File: config.mk
export PLATFORM = sky130hd
export DESIGN_NAME = updown_counter_param
export DESIGN_NICKNAME = d
export VERILOG_FILES = /design/src/rtl/updown_counter_param.sv
export SDC_FILE = /design/constraint.sdc
export NUM_CORES = 1
export LEC_CHECK = 0
export ABC_AREA = 1
export BUFFER_PORTS_ARGS = -buffer_cell sky130_fd_sc_hd__buf_2
export CORE_UTILIZATION = 40
export DETAILED_ROUTE_END_ITERATION = 10
export PLACE_DENSITY = 0.69
export SETUP_SLACK_MARGIN = 0.2
export SLEW_MARGIN = 15
export SYNTH_ARGS = -nofsm -noshare
export SYNTH_HDL_FRONTEND = slang
export SYNTH_SLANG_ARGS = --single-unit
File: constraint.sdc
create_clock -name clk -period 3.3 [get_ports clk]
set_input_delay 0.165 -clock clk [delete_from_list [all_inputs] [get_ports clk]]
set_output_delay 0.165 -clock clk [all_outputs]
set_load 0.02 [all_outputs]
File: src/rtl/updown_counter_param.sv
// Parametrised up/down counter with run/stop/clear/load control.
// Control comes from debounced button pulses and UART command bytes.
// Supports wrap or stop-at-limit, a decimal preset entered over UART,
// and a registered terminal-count pulse.
module updown_counter_param #(
    parameter int CLK_HZ    = 100_000_000,
    parameter int TICK_HZ   = 10,
    parameter int MAX_COUNT = 9999,
    parameter int WRAP      = 1,
    localparam int WIDTH    = $clog2(MAX_COUNT + 1)
) (
    input  logic             clk,
    input  logic             reset,
    input  logic             btn_mode,
    input  logic             btn_run_stop,
    input  logic             btn_clear,
    input  logic             rx_done,
    input  logic [7:0]       rx_data,
    output logic [WIDTH-1:0] count,
    output logic [WIDTH-1:0] preset,
    output logic             mode,
    output logic [1:0]       led_mode,
    output logic [1:0]       led_run_stop,
    output logic             tc
);

    localparam int DIV = CLK_HZ / TICK_HZ;
    localparam int PW  = (DIV > 1) ? $clog2(DIV) : 1;

    localparam logic [PW-1:0]    DIV_LAST = PW'(DIV - 1);
    localparam logic [WIDTH-1:0] MAX_W    = WIDTH'(MAX_COUNT);
    localparam logic [WIDTH+3:0] MAX_EXT  = (WIDTH + 4)'(MAX_COUNT);

    // Mode FSM encodings
    localparam logic [0:0] M_UP   = 1'b0;
    localparam logic [0:0] M_DOWN = 1'b1;

    // Run FSM encodings
    localparam logic [1:0] ST_STOP  = 2'd0;
    localparam logic [1:0] ST_RUN   = 2'd1;
    localparam logic [1:0] ST_CLEAR = 2'd2;
    localparam logic [1:0] ST_LOAD  = 2'd3;

    logic [0:0]       mode_q, mode_d;
    logic [1:0]       run_q, run_d;
    logic [PW-1:0]    presc;
    logic [WIDTH-1:0] count_d;
    logic [WIDTH-1:0] preset_d;

    logic cmd_m, cmd_u, cmd_d, cmd_r, cmd_s, cmd_c, cmd_l, cmd_digit;
    logic [3:0]       digit;
    logic [WIDTH+3:0] entry;
    logic step, at_bound, hit, saturate;

    // Decode a valid UART byte into command and digit strobes
    always_comb begin
        cmd_m     = rx_done && (rx_data == "M" || rx_data == "m");
        cmd_u     = rx_done && (rx_data == "U" || rx_data == "u");
        cmd_d     = rx_done && (rx_data == "D" || rx_data == "d");
        cmd_r     = rx_done && (rx_data == "R" || rx_data == "r");
        cmd_s     = rx_done && (rx_data == "S" || rx_data == "s");
        cmd_c     = rx_done && (rx_data == "C" || rx_data == "c");
        cmd_l     = rx_done && (rx_data == "L" || rx_data == "l");
        cmd_digit = rx_done && (rx_data >= "0") && (rx_data <= "9");
        digit     = rx_data[3:0];
        entry     = ({4'b0000, preset} << 3) + ({4'b0000, preset} << 1)
                  + {{WIDTH{1'b0}}, digit};
    end

    // Step strobe and bound detection for the current direction
    always_comb begin
        step     = (run_q == ST_RUN) && (presc == DIV_LAST);
        at_bound = (mode_q == M_DOWN) ? (count == '0) : (count == MAX_W);
        hit      = step && at_bound;
        saturate = hit && (WRAP == 0);
    end

    // Mode next state: explicit up/down beats any toggle request
    always_comb begin
        mode_d = mode_q;
        if (cmd_u)
            mode_d = M_UP;
        else if (cmd_d)
            mode_d = M_DOWN;
        else if (btn_mode || cmd_m)
            mode_d = ~mode_q;
    end

    // Run next state: UART commands are checked before buttons
    always_comb begin
        run_d = run_q;
        case (run_q)
            ST_STOP: begin
                if (cmd_r)
                    run_d = ST_RUN;
                else if (cmd_c)
                    run_d = ST_CLEAR;
                else if (cmd_l)
                    run_d = ST_LOAD;
                else if (btn_run_stop)
                    run_d = ST_RUN;
                else if (btn_clear)
                    run_d = ST_CLEAR;
            end
            ST_RUN: begin
                if (cmd_s || btn_run_stop || saturate)
                    run_d = ST_STOP;
            end
            default: run_d = ST_STOP;
        endcase
    end

    // Count next value: clear/load states, otherwise step in the current direction
    always_comb begin
        count_d = count;
        case (run_q)
            ST_CLEAR: count_d = '0;
            ST_LOAD:  count_d = preset;
            default: begin
                if (step) begin
                    if (hit) begin
                        if (WRAP != 0)
                            count_d = (mode_q == M_DOWN) ? MAX_W : '0;
                    end else if (mode_q == M_DOWN) begin
                        count_d = count - WIDTH'(1);
                    end else begin
                        count_d = count + WIDTH'(1);
                    end
                end
            end
        endcase
    end

    // Preset next value: load consumes it, digits accumulate or restart entry
    always_comb begin
        preset_d = preset;
        if (run_q == ST_LOAD)
            preset_d = '0;
        else if (cmd_digit)
            preset_d = (entry <= MAX_EXT) ? entry[WIDTH-1:0] : WIDTH'(digit);
    end

    // State, counter, preset and terminal-count registers
    always_ff @(posedge clk or posedge reset) begin
        if (reset) begin
            mode_q <= M_UP;
            run_q  <= ST_STOP;
            count  <= '0;
            preset <= '0;
            tc     <= 1'b0;
        end else begin
            mode_q <= mode_d;
            run_q  <= run_d;
            count  <= count_d;
            preset <= preset_d;
            tc     <= hit;
        end
    end

    // Prescaler runs only in RUN, holds in STOP, zeroed by CLEAR/LOAD
    always_ff @(posedge clk or posedge reset) begin
        if (reset) begin
            presc <= '0;
        end else begin
            case (run_q)
                ST_RUN:   presc <= step ? '0 : presc + PW'(1);
                ST_CLEAR,
                ST_LOAD:  presc <= '0;
                default:  presc <= presc;
            endcase
        end
    end

    // Output decode of the current FSM states
    always_comb begin
        mode     = mode_q[0];
        led_mode = (mode_q == M_DOWN) ? 2'b10 : 2'b01;
        case (run_q)
            ST_STOP: led_run_stop = 2'b01;
            ST_RUN:  led_run_stop = 2'b10;
            default: led_run_stop = 2'b00;
        endcase
    end

endmodule
==> run summary <==
area delta synth->final - 11.9%
Synth Cell Area - 5090 sq um
Non-Filler Instances - 982
post-route core utilization - 0.466
clock sink count - 56
drt first pass iters - 5
power share of the combinational group - 0.541
Post-synth EDFFs - 0
Final Setup Violations - 0
GRT Total Usage - 0.217
Pwr Total - 3.51 mW
#FFs+latches synth - 56
Sw Ratio - 0.482
Post-DP HPWL - 10.8 mm
Tightest Pin Transition - 0.593 ns
area of the multi-input gates - 3180 sq um
achievable clock frequency - 347 MHz
Die Area - 13200 sq um
fin nets - 870
I/O Pins - 48
clk buf depth - 2
maximum vdd drop - 0.269 mV
FFs w/ async S/R, synth - 1.00
Max Slew Vio Count - 0
DRT antenna net count - 0
number of core rows - 40
Initial Util - 0.417
Critical Path Start Type - flop
Post-Syn Instances - 761
part of the power in registers - 0.301
Mapped Nets - 818
cell family with most CP delay - simple AND/OR/NAND/NOR gates
slew margin rel. - 0.601
Clk network pwr share - 0.158
kind of critical path - reg2reg
FF/Latch Area - 1400 sq um
Synth top area share - 0.275
DRT iter0 DRCs - 358
crit share post-route - 0.872
leak pwr - 3.05 nW
crit-path cells - inv_1 > fa_1 > fa_1 > inv_1 > nand3_1 > nand3_2 > nand3_2 > nand3_1 > nand2_1 > nand2_1 > nand2_1 > nor2_2 > nand3_2 > nand2_4 > nand2_1 > nand3_1 > nand2_1
final hold vios - 0
slowest stage delay, CP - 0.51 ns
CTS Buf Count - 5
area leader, netlist - dfrtp_1
Post-synth top flop - dfrtp_1
post-DR wirelength/cell - 13.8 microns
CP most frequent cell - nand2_1
register area share after synthesis - 0.275
Critical path buffers and inverters - 2
Inst Count DP - 971
clk_lat worst skew - 0.30 ns
status - finished clean
port buffer count - 47
Reg clk slew, reported paths - 0.07 ns
max-cap viol count - 0
largest net degree at the start of global routing - 32
H-tree levels - 2
Residual DRC - 0
Critical Path AT - 3.06 ns
Power Internal - 1.82 mW
setup TNS - 0 ns
CTS tree - done
placer congestion estimate - 1.00
critical path's slowest cell - fa_1
syn avg cell area - 6.69 sq um
post-place setup slack - 0.456 ns
via count - 4978
final worst path period need - 2.88 ns
# fillers - 1298
clk root buf - clkbuf_16
Die Span X - 115 microns
Crit Path Max Fanout - 8
Routed WL - 13.5 mm
antenna violations before repair - 0
post-route setup slack - 0.422 ns
share of cells above drive strength 1 - 0.135
library cells used by synthesis - 50
Die Span Y - 115 microns
Yosys Warn Count - 0
vias in the first global route - 4657
first-pass GRT wire length - 22.8 mm
top post-synthesis cells by area - dfrtp_1, nand2_1, ha_1, inv_1, nor2_1
P per Cell Area - 617 nW/um^2
Setup crit end kind - flop
Via density - 5.07
core area - 12200 sq um
GRT overflow - 0
P_sw - 1.69 mW
CP required - 3.48 ns
RSZ-0062 raised after global routing - false
Worst Skew - 0.00857 ns
HP Class - in2reg
diodes inserted - 0
[power by group through the flow]
stage	Combinational (mW)	Clock, mW	Sequential, mW
global route	2.14	0.590	1.08
global placement	1.85	0	1.07
CTS	1.88	0.564	1.05
finish	1.90	0.556	1.06
floorplan	1.29	0	1.13
detailed placement	1.86	0	1.07
[cells in the final DEF (no fill, tap or decap), types with 3 or more instances in the layout]
cell type / netlist / layout
nand3_2: 5 / 7
buf_2: 2 / 47
nand2_2: 10 / 10
o21ai_0: 18 / 18
dfrtp_1: 56 / 56
o21ai_1: 3 / 3
inv_2: 6 / 7
xor2_1: 11 / 11
nand4_1: 29 / 29
fa_1: 3 / 3
nor2_1: 82 / 81
nand3b_1: 3 / 3
buf_4: 2 / 5
inv_1: 115 / 114
xnor2_1: 5 / 5
ha_1: 40 / 39
a21oi_1: 43 / 43
nand3_1: 45 / 43
nand2_1: 198 / 198
nor4_1: 5 / 5
clkbuf_16: 0 / 5
o22ai_1: 7 / 7
nor2_2: 7 / 8
nor2_4: 3 / 3
a211oi_1: 3 / 3
or2_2: 4 / 4
nor3_1: 22 / 22
[logic make-up after synthesis]
group / after synthesis / synth area share
simple gates: 424 / 0.381
flops: 56 / 0.275
buf+inv: 132 / 0.103
compound gates: 90 / 0.103
fa+ha+maj: 43 / 0.110
xor+xnor: 16 / 0.0275
[metrics by stage]
stage	hold WS, ns	cell area [sq um]
6_report	0.155	5690
3_3_place_gp	0.228	5500
4_1_cts	0.151	5660
3_5_place_dp	0.227	5500
5_1_grt	0.174	5690
2_1_floorplan	0.343	5090
[worst min-delay path: stages]
cell	delay, ns
buf_2	0.08
a21oi_1	0.04
nand2_1	0.05
a22oi_1	0.06
[synth_stat cells (4+ instances only)]
master and instances:
nor3_1 22, or2_2 4, o22ai_1 7, dfrtp_1 56, inv_1 115, a21oi_1 43, o21ai_0 18, nor2_1 82
xor2_1 11, nand2_2 10, nand3_2 5, nor2_2 7, nand3_1 45, nor4_1 5, inv_2 6, nand4_1 29
xnor2_1 5, ha_1 40, nand2_1 198
[layout make-up]
| type | count | share of cell area |
|---|---|---|
| clock buffers | 6 | 0.0244 |
| well taps | 168 | 0.0369 |
| repair buffers | 53 | 0.0497 |
| inverters | 124 | 0.0820 |
| clock inverters | 2 | 0.00242 |
| multi-input cells | 573 | 0.558 |
| flip-flops and latches | 56 | 0.246 |
[final timing paths]
check | cells after the start | from | endpoint | slack (ns)
max in group asynchronous | 4 | reset | preset[12] | 2.23
min in group asynchronous | 3 | reset | presc[23] | 0.44
hold reg to reg | 1 | presc[0] | presc[0] | 0.50
hold / removal | 4 | btn_mode | mode | 0.15
setup reg to reg | 17 | preset[2] | preset[1] | 0.42
setup / recovery | 17 | preset[2] | preset[1] | 0.42
[sequential cells by signal, summed over array words and instances, names as in the netlist]
| register | cells |
|---|---|
| count | 14 |
| mode | 1 |
| presc | 24 |
| preset | 14 |
| run_q | 2 |
| tc | 1 |
[timing repair]
| action | CTS | global route |
|---|---|---|
| buffers inserted | 0 | 2 |
| hold buffers | 1 | 0 |
| gates resized for setup | 0 | 4 |
| endpoints found under the setup margin | 0 | 8 |
| hold endpoints to repair | 21 | 0 |
[per-layer routing]
layer	up-vias	GRT usage	share of wire
li1	2586	-	-
met1	2235	0.323	0.50
met2	147	0.339	0.43
met3	10	0.0290	0.055
met4	0	0.0398	0.0086
met5	-	0	0
(Power assumes the default switching activity.)
